### src/rtl/flash_pkg.sv
// Shared definitions for the flash command sequencer.
//   state_t    : sequencer states
//   op_t       : latched operation kind (page program or read)
//   OP_PP      : page-program opcode
//   OP_READ    : read opcode
//   PAGE_BYTES : program buffer depth in bytes
package flash_pkg;

  typedef enum logic [2:0] {
    ST_IDLE,
    ST_ADDR,
    ST_LOAD,
    ST_UNLOAD,
    ST_PSTART,
    ST_PROG,
    ST_DONE
  } state_t;

  typedef enum logic {
    OPK_PP,
    OPK_RD
  } op_t;

  localparam logic [7:0]  OP_PP      = 8'h02;
  localparam logic [7:0]  OP_READ    = 8'h03;
  localparam int unsigned PAGE_BYTES = 256;

endpackage

### src/rtl/page_program_seq.sv
// Command sequencer for the flash address/buffer datapath.
// Runs Page Program (address, buffer load, array write) and Read
// (address, buffer unload).
// Ports:
//   clkm            system clock, posedge
//   rst_n           synchronous active-low reset
//   cmd_valid/cmd   one-cycle decoded opcode strobe
//   mode            0 = SPI (bit per beat), 1 = OPI (byte per beat); sampled at cmd_valid
//   beat            one-cycle pulse per transferred beat
//   cs_end          one-cycle pulse on chip-select deassertion
//   wel             write-enable latch
//   mem_ready       array ready for the next program byte
//   en_addr         address shift enable (combinational)
//   en_write_buf    buffer write enable (combinational)
//   en_read_buf     buffer read enable (combinational)
//   save_start_addr one-cycle pulse at program start
//   en_wr           one-cycle pulse per byte written to the array
//   busy            high while programming
//   prog_done       one-cycle pulse on completion
//   wel_clr         one-cycle pulse with prog_done
//   err             one-cycle pulse on an aborted or refused command
module page_program_seq #(
  parameter int unsigned ADDR_BITS  = 32,
  parameter logic [7:0]  OP_PP      = flash_pkg::OP_PP,
  parameter logic [7:0]  OP_READ    = flash_pkg::OP_READ,
  parameter int unsigned PAGE_BYTES = flash_pkg::PAGE_BYTES
) (
  input  logic       clkm,
  input  logic       rst_n,
  input  logic       cmd_valid,
  input  logic [7:0] cmd,
  input  logic       mode,
  input  logic       beat,
  input  logic       cs_end,
  input  logic       wel,
  input  logic       mem_ready,
  output logic       en_addr,
  output logic       en_write_buf,
  output logic       en_read_buf,
  output logic       save_start_addr,
  output logic       en_wr,
  output logic       busy,
  output logic       prog_done,
  output logic       wel_clr,
  output logic       err
);
  import flash_pkg::*;

  localparam int unsigned BCW = $clog2(ADDR_BITS);
  localparam int unsigned LCW = $clog2(PAGE_BYTES + 1);
  localparam logic [BCW-1:0] LAST_SPI = BCW'(ADDR_BITS - 1);
  localparam logic [BCW-1:0] LAST_OPI = BCW'(ADDR_BITS / 8 - 1);
  localparam logic [LCW-1:0] LOAD_MAX = LCW'(PAGE_BYTES);

  state_t         state_q, state_d;
  op_t            op_q, op_d;
  logic           mode_q, mode_d;
  logic [BCW-1:0] beat_cnt_q, beat_cnt_d;
  logic [LCW-1:0] load_cnt_q, load_cnt_d;
  logic [LCW-1:0] prog_cnt_q, prog_cnt_d;
  logic           save_q, save_d;
  logic           en_wr_q, en_wr_d;
  logic           busy_q, busy_d;
  logic           done_q, done_d;
  logic           err_q, err_d;
  logic           data_strobe;
  logic [BCW-1:0] addr_last;

  // In the data phases beat_cnt is reused as the bit-in-byte counter.
  assign data_strobe = beat && (mode_q || (beat_cnt_q[2:0] == 3'd7));
  assign addr_last   = mode_q ? LAST_OPI : LAST_SPI;

  assign en_addr      = (state_q == ST_ADDR)   && beat;
  assign en_write_buf = (state_q == ST_LOAD)   && data_strobe;
  assign en_read_buf  = (state_q == ST_UNLOAD) && data_strobe;

  always_comb begin
    state_d    = state_q;
    op_d       = op_q;
    mode_d     = mode_q;
    beat_cnt_d = beat_cnt_q;
    load_cnt_d = load_cnt_q;
    prog_cnt_d = prog_cnt_q;
    en_wr_d    = 1'b0;
    err_d      = 1'b0;

    unique case (state_q)
      ST_IDLE: begin
        if (cmd_valid) begin
          if (cmd == OP_PP) begin
            if (wel) begin
              state_d    = ST_ADDR;
              op_d       = OPK_PP;
              mode_d     = mode;
              beat_cnt_d = '0;
              load_cnt_d = '0;
            end else begin
              err_d = 1'b1;
            end
          end else if (cmd == OP_READ) begin
            state_d    = ST_ADDR;
            op_d       = OPK_RD;
            mode_d     = mode;
            beat_cnt_d = '0;
            load_cnt_d = '0;
          end
        end
      end

      ST_ADDR: begin
        if (beat && (beat_cnt_q == addr_last)) begin
          state_d    = (op_q == OPK_PP) ? ST_LOAD : ST_UNLOAD;
          beat_cnt_d = '0;
        end else begin
          if (beat) beat_cnt_d = beat_cnt_q + BCW'(1);
          if (cs_end) begin
            state_d = ST_IDLE;
            err_d   = 1'b1;
          end
        end
      end

      ST_LOAD: begin
        if (beat) beat_cnt_d = beat_cnt_q + BCW'(1);
        if (en_write_buf && (load_cnt_q != LOAD_MAX)) load_cnt_d = load_cnt_q + LCW'(1);
        // A beat coinciding with cs_end is counted before deciding.
        if (cs_end) state_d = (load_cnt_d != '0) ? ST_PSTART : ST_IDLE;
      end

      ST_UNLOAD: begin
        if (beat) beat_cnt_d = beat_cnt_q + BCW'(1);
        if (cs_end) state_d = ST_IDLE;
      end

      ST_PSTART: begin
        prog_cnt_d = '0;
        state_d    = ST_PROG;
      end

      ST_PROG: begin
        // en_wr_q blocks back-to-back pulses so mem_ready is re-sampled.
        if (prog_cnt_q == load_cnt_q) begin
          state_d = ST_DONE;
        end else if (mem_ready && !en_wr_q) begin
          en_wr_d    = 1'b1;
          prog_cnt_d = prog_cnt_q + LCW'(1);
        end
      end

      ST_DONE: state_d = ST_IDLE;

      default: state_d = ST_IDLE;
    endcase

    save_d = (state_d == ST_PSTART);
    busy_d = (state_d == ST_PSTART) || (state_d == ST_PROG);
    done_d = (state_d == ST_DONE);
  end

  always_ff @(posedge clkm) begin
    if (!rst_n) begin
      state_q    <= ST_IDLE;
      op_q       <= OPK_PP;
      mode_q     <= 1'b0;
      beat_cnt_q <= '0;
      load_cnt_q <= '0;
      prog_cnt_q <= '0;
      save_q     <= 1'b0;
      en_wr_q    <= 1'b0;
      busy_q     <= 1'b0;
      done_q     <= 1'b0;
      err_q      <= 1'b0;
    end else begin
      state_q    <= state_d;
      op_q       <= op_d;
      mode_q     <= mode_d;
      beat_cnt_q <= beat_cnt_d;
      load_cnt_q <= load_cnt_d;
      prog_cnt_q <= prog_cnt_d;
      save_q     <= save_d;
      en_wr_q    <= en_wr_d;
      busy_q     <= busy_d;
      done_q     <= done_d;
      err_q      <= err_d;
    end
  end

  assign save_start_addr = save_q;
  assign en_wr           = en_wr_q;
  assign busy            = busy_q;
  assign prog_done       = done_q;
  assign wel_clr         = done_q;
  assign err             = err_q;

endmodule

### config.mk
export PLATFORM = sky130hd
export DESIGN_NAME = page_program_seq
export DESIGN_NICKNAME = d
export VERILOG_FILES = /design/src/rtl/flash_pkg.sv /design/src/rtl/page_program_seq.sv
export SDC_FILE = /design/constraint.sdc
export NUM_CORES = 1
export LEC_CHECK = 0
export ABC_AREA = 1
export ABC_CLOCK_PERIOD_IN_PS = 5000
export CAP_MARGIN = 20
export CORE_MARGIN = 2
export CORE_UTILIZATION = 50
export CTS_BUF_LIST = sky130_fd_sc_hd__clkbuf_8
export DETAILED_ROUTE_END_ITERATION = 6
export PLACE_DENSITY = 0.72
export SYNTH_ARGS = -nofsm -noshare
export SYNTH_HDL_FRONTEND = slang
export SYNTH_SLANG_ARGS = --single-unit
### constraint.sdc
create_clock -name clkm -period 5 [get_ports clkm]
set_input_delay 0.75 -clock clkm [delete_from_list [all_inputs] [get_ports clkm]]
set_output_delay 0.75 -clock clkm [all_outputs]
set_load 0.01 [all_outputs]
==> results of run 1 <==
per-layer routing:
layer  routed length, um  vias to the layer above
li1                    -                     1154
met2                2340                       49
met4                  83                        0
met1                2210                      969
met5                   0                        -
met3                 256                        9
cell families after synthesis:
group,synth area share
and+or+nand+nor,0.422
xor gates and xnor gates,0.0430
AOI/OAI and AO/OA,0.109
buffers and inverters,0.103
DFF,0.295
adders and majority gates,0.0279
final cells by class:
type	instances	area (um2)	share of cell area
clock buffer	6	82.6	0.0316
clock inverter	2	33.8	0.0129
inverter	49	186	0.0713
multi-input combinational	261	1350	0.515
sequential	33	661	0.253
tap	52	65.1	0.0249
timing repair buffer	24	240	0.0918
worst paths after layout:
path / startpoint / end / slack, ns / depth (start not counted)
worst min-delay path: beat_cnt_q[0] / beat_cnt_q[0] / 0.50 / 2
worst min register to register: beat_cnt_q[0] / beat_cnt_q[0] / 0.50 / 2
worst max register to register: beat_cnt_q[0] / state_q[2] / 2.86 / 14
worst max-delay path: beat / en_read_buf / 2.01 / 4
flip-flops by register name, summed over array words and instances, names as in the netlist:
register,flops
load_cnt_q,9
prog_cnt_q,9
beat_cnt_q,5
state_q,3
busy,1
en_wr,1
err,1
mode_q,1
op_q,1
prog_done,1
save_start_addr,1
critical path, stage by stage:
cell and delay, ns:
clkdlybuf4s50_1 0.52, o21ai_1 0.19, nor3_1 0.19, clkdlybuf4s50_1 0.59
synth_stat cells (5+ instances only):
| master | n |
|---|---|
| nand2_2 | 10 |
| nand3_1 | 16 |
| a21oi_1 | 28 |
| o21ai_0 | 8 |
| nor2_2 | 5 |
| dfxtp_1 | 33 |
| nand4_1 | 6 |
| nor2_1 | 43 |
| nor3_1 | 10 |
| nand2_1 | 95 |
| o21ai_1 | 6 |
| ha_1 | 5 |
| inv_1 | 35 |
| inv_2 | 12 |
| xor2_1 | 8 |
per-stage QoR:
step           cells  utilization
4_1_cts          427        0.605
2_1_floorplan    351            -
3_5_place_dp     419        0.578
5_1_grt          427        0.605
6_report         427        0.605
3_3_place_gp     419        0.578
where the power goes:
group	total, mW	switching (mW)	internal (mW)
combinational	0.0227	0.00982	0.0129
clock	0.262	0.101	0.160
sequential	0.263	0.0000991	0.263
==> reports/metrics.cfg, run 1 <==
[outcome]
outcome=completed

[layout]
drive_gt1_frac=0.123
final_cell_mix=nand2_1, nor2_1, inv_1, dfxtp_1, a21oi_1
area_delta_synth_final_pct=16.8
finish.instance_area_um2=2620
fin_nets=395
n_fill_cell=434
final_common_cell=nand2_1
antennaDiodeCount=0

[clock_network]
clk_latency_ns=0.29
cts_sinks=33
cts-resized-gates=0
cts-root-buf=clkbuf_8
htreeDepth=2
cts_tree=yes
clockBufferDepth=2
path_clk_slew_ns=0.07
post_cts_buffers=0
cts_buffers=5
hold_buffers=0

[die]
core_area_um2=4320
dieHeight_um=70.9
fp.dieW_um=70.9
die-area_um2=5030
rows=24
initial_core_util=0.518
ios=25

[synthesis]
synth.area.top_cells=dfxtp_1, nand2_1, nor2_1, a21oi_1, inv_1
yosysUniqueCellTypes=34
syn-cell-area_um2=2240
synth_fp_nets=372
netlist_instances=351
synth_warnings=0
synth_top_area_share=0.295
synth_seq_area_share=0.295
postSynth.asyncResetShare=0
synth_edf_count=0
synth_top_flop_cell=dfxtp_1
synth_top_cell_by_area=dfxtp_1
ys_ff_latch=33
syn_avg_cell_area_um2=6.38

[route]
viasPerCell=5.11
drt_pass1_iterations=4
vias=2181
ant_nets=0
drc=0
drt-total-wl_um=4890
drt_iter0_drc=175
wl_per_cell_um=11.4

[power_and_ir_drop]
p_per_area_nw_per_um2=209
p_leak_nw=1.15
finalPower_uw=547
ir_drop_mv=0.150

[global_routing]
grt_usage=0.223
grt_pass1_vias=2250
antenna_found_initial=0
grt_pass1_wl_um=9200
use_met1=0.267
use_met2=0.389
top_usage_layer=met2
met3_usage=0.0470
grt_max_degree=24
overflow=0

[sta]
tns_ns=0
period_needed_ns=2.99
slew_viol_final=0
setup_viol=0
hold_viol=0
layout_setup_ws_ns=2.01
slew_headroom=0.498
max_slew.worst_pin.slew_ns=0.752
max_freq_mhz=335
timing.hold.ws_ns=0.498
fin_skew_ns=0.00769
rsz0062_at_grt=no
fin_crit_sh=0.598

[worst_setup_path]
crit_arrival_ns=2.24
worstPathMaxFanout=4
required_ns=4.25
end_kind=output pin
crit_type=in -> out
start_kind=input port

[placed_design]
port-buffer-count=24
hpwl_um=3700
place.gp.congestion=0.886
pre_cts_slack_ns=2.04
place_area_um2=2500

[worst_hold_path]
hold_class=reg -> reg

[job]
cap_viol_max_count=0

Note: power is estimated with default switching activity, not from simulation.
==> run 2, diff against run 1 <==
--- a/config.mk
+++ b/config.mk
@@ -6,13 +6,13 @@
 export NUM_CORES = 1
 export LEC_CHECK = 0
 export ABC_AREA = 1
-export ABC_CLOCK_PERIOD_IN_PS = 5000
+export ABC_CLOCK_PERIOD_IN_PS = 2600
 export CAP_MARGIN = 20
 export CORE_MARGIN = 2
 export CORE_UTILIZATION = 50
 export CTS_BUF_LIST = sky130_fd_sc_hd__clkbuf_8
 export DETAILED_ROUTE_END_ITERATION = 6
-export PLACE_DENSITY = 0.72
+export PLACE_DENSITY = 0.75
 export SYNTH_ARGS = -nofsm -noshare
 export SYNTH_HDL_FRONTEND = slang
 export SYNTH_SLANG_ARGS = --single-unit
==> constraint.sdc (replaced) <==
create_clock -name clkm -period 2.6 [get_ports clkm]
set_input_delay 0.39 -clock clkm [delete_from_list [all_inputs] [get_ports clkm]]
set_output_delay 0.39 -clock clkm [all_outputs]
set_load 0.01 [all_outputs]
==> run 2 against run 1 <==
Net effect: utilization grew 0.17 points; hold slack got worse by 0.0044 ns; via count fell by 0.96%; critical endpoint unchanged; flip-flop and latch count unchanged.
==> reports/metrics.cfg, run 2 (synthesis gave the netlist of run 1 again) <==
[clock_network]
post_cts_buffers=0  ; unchanged
hold_buffers=0  ; unchanged
clockBufferDepth=2  ; unchanged
cts_tree=yes  ; unchanged
clk_latency_ns=0.29  ; about the same
cts_sinks=33  ; unchanged
htreeDepth=2  ; unchanged
cts-root-buf=clkbuf_8  ; unchanged
cts-resized-gates=0  ; unchanged
cts_buffers=5  ; unchanged
path_clk_slew_ns=0.07  ; about the same

[route]
ant_nets=0  ; unchanged
wl_per_cell_um=11.5  ; was 11.4 um
drt_iter0_drc=145  ; was 175
vias=2160  ; was 2,181
wl_met2_um=2270  ; was 2340 um
drc=0  ; unchanged
viasPerCell=5.05  ; was 5.11
drt-total-wl_um=4900  ; was 4890 um
topRoutingLayerUsed=met4  ; unchanged
drt_pass1_iterations=5  ; was 4
wl_met3_um=279  ; was 256 um
wl_met1_um=2300  ; was 2210 um

[job]
cap_viol_max_count=0  ; unchanged

[placed_design]
dp.cells=420  ; was 419
port-buffer-count=24  ; unchanged
hpwl_um=3800  ; was 3700 um
place.gp.congestion=0.933  ; was 0.886

[sta]
fin_skew_ns=0.00357  ; was 0.00769 ns
slew_headroom=0.617  ; was 0.498
tns_ns=0  ; unchanged
fin_crit_sh=0.919
max_freq_mhz=418
slew_viol_final=0  ; unchanged
period_needed_ns=2.39
setup_viol=0  ; unchanged
rsz0062_at_grt=no  ; unchanged
max_slew.worst_pin.slew_ns=0.574  ; was 0.752 ns
hold_viol=0  ; unchanged

[layout]
final_cell_mix=nand2_1, nor2_1, inv_1, dfxtp_1, a21oi_1  ; unchanged
final_cells=428  ; was 427
top_regs=load_cnt_q x9, prog_cnt_q x9, beat_cnt_q x5  ; unchanged
utilization=0.607  ; was 0.605
antennaDiodeCount=0  ; unchanged
fin_nets=396  ; was 395
final_common_cell=nand2_1  ; unchanged
drive_gt1_frac=0.125  ; was 0.123
area_delta_synth_final_pct=17.2  ; was 16.8%

[power_and_ir_drop]
seqPwrFrac=0.477  ; was 0.480
clock_power_share=0.481  ; was 0.478
switching_share=0.208  ; was 0.203
power.switching_uw=221  ; was 111 uW
p_int_uw=840  ; was 436 uW
p_leak_nw=1.16  ; was 1.15 nW
finalPower_mw=1.06  ; was 547 uW
ir_drop_mv=0.377  ; was 0.150 mV
p_per_area_nw_per_um2=404  ; was 209 nW/um2
comb_power_share=0.042  ; about the same

[worst_setup_path]
path_cells=ha_1 > ha_1 > o21ai_1 > nor3_1 > clkdlybuf4s50_1  ; was clkdlybuf4s50_1 > o21ai_1 > nor3_1 > clkdlybuf4s50_1
start_kind=flop  ; was input port
crit_arrival_ns=2.00  ; was 2.24 ns
critPathMaxStageDelay_ns=0.51  ; was 0.59 ns
end_kind=output pin  ; unchanged
path_buf_inv=1  ; was 2
worstPathMaxFanout=3  ; was 4
cpLargestDelayFamily=buffers and inverters  ; unchanged
crit_type=reg -> out  ; was in -> out
crit_slowest_cell=clkdlybuf4s50_1  ; unchanged
required_ns=2.21  ; was 4.25 ns
crit_top_cell=ha_1  ; was clkdlybuf4s50_1

[global_routing]
overflow=0  ; unchanged
grt_pass1_wl_um=8760  ; was 9200 um
grt_pass1_vias=1974  ; was 2,250
grt_usage=0.216  ; was 0.223
grt_max_degree=19  ; was 24
antenna_found_initial=0  ; unchanged

[worst_hold_path]
hold_class=reg -> reg  ; unchanged

[outcome]
outcome=completed  ; unchanged

[die]
rows=24  ; unchanged
dieHeight_um=70.9  ; unchanged
ios=25  ; unchanged
die-area_um2=5030  ; unchanged
fp.dieW_um=70.9  ; unchanged
core_area_um2=4320  ; unchanged
initial_core_util=0.518  ; unchanged

==> run 2: changes by cell type in the layout (fill, tap and decap cells not counted), sizes merged <==
cell / change
buf: +1
==> run 2: routing by layer <==
metal / vias up / GRT usage
li1: 1154 / -
met1: 943 / 0.279
met2: 57 / 0.359
met3: 6 / 0.0527
met4: 0 / 0.0629
met5: - / 0
==> run 2: path summary, 6_finish.rpt <==
check | from | end | slack (ns) | cells after the start
setup reg to reg | beat_cnt_q[0] | state_q[2] | 0.51 | 14
hold / removal | op_q | op_q | 0.49 | 2
setup / recovery | beat_cnt_q[0] | en_read_buf | 0.21 | 5
hold reg to reg | op_q | op_q | 0.49 | 2
==> run 2: layout make-up <==
| type | instances | area (um2) |
|---|---|---|
| Clock buffer | 6 | 82.6 |
| Inverter | 49 | 186 |
| Timing Repair Buffer | 25 | 248 |
| Fill cell | 424 | 1700 |
| Tap cell | 52 | 65.1 |
| Multi-Input combinational cell | 261 | 1350 |
| Sequential cell | 33 | 661 |
| Clock inverter | 2 | 33.8 |
==> run 2: through the flow <==
step	worst slack (ns)	instance area (um2)	hold WS [ns]
final	0.210	2620	0.493
after CTS	0.190	2620	0.498
after detailed placement	0.385	2510	0.484
after floorplan	0.701	2240	0.454
after global placement	0.370	2510	0.488
after global routing	0.0774	2620	0.524
==> run 2: worst reg2reg max path, stage by stage, from the launching register on <==
cell     delay, ns
dfxtp_1       0.33
ha_1          0.21
ha_1          0.19
o21ai_1       0.38
nor2_8        0.07
nand2_4       0.14
nand2_1       0.06
o21ai_1       0.11
nand3_1       0.10
nor2_1        0.09
nand2_1       0.08
nand2_2       0.09
nand2_2       0.06
nand2_2       0.06
inv_1         0.04
==> run 2: power by group through the flow <==
| stage | registers [mW] | logic, mW | clock network [mW] |
|---|---|---|---|
| after floorplan | 0.517 | 0.0163 | 0 |
| after global placement | 0.517 | 0.0444 | 0 |
| after detailed placement | 0.517 | 0.0451 | 0 |
| after CTS | 0.505 | 0.0452 | 0.523 |
| after global routing | 0.505 | 0.0501 | 0.539 |
| final | 0.506 | 0.0450 | 0.510 |
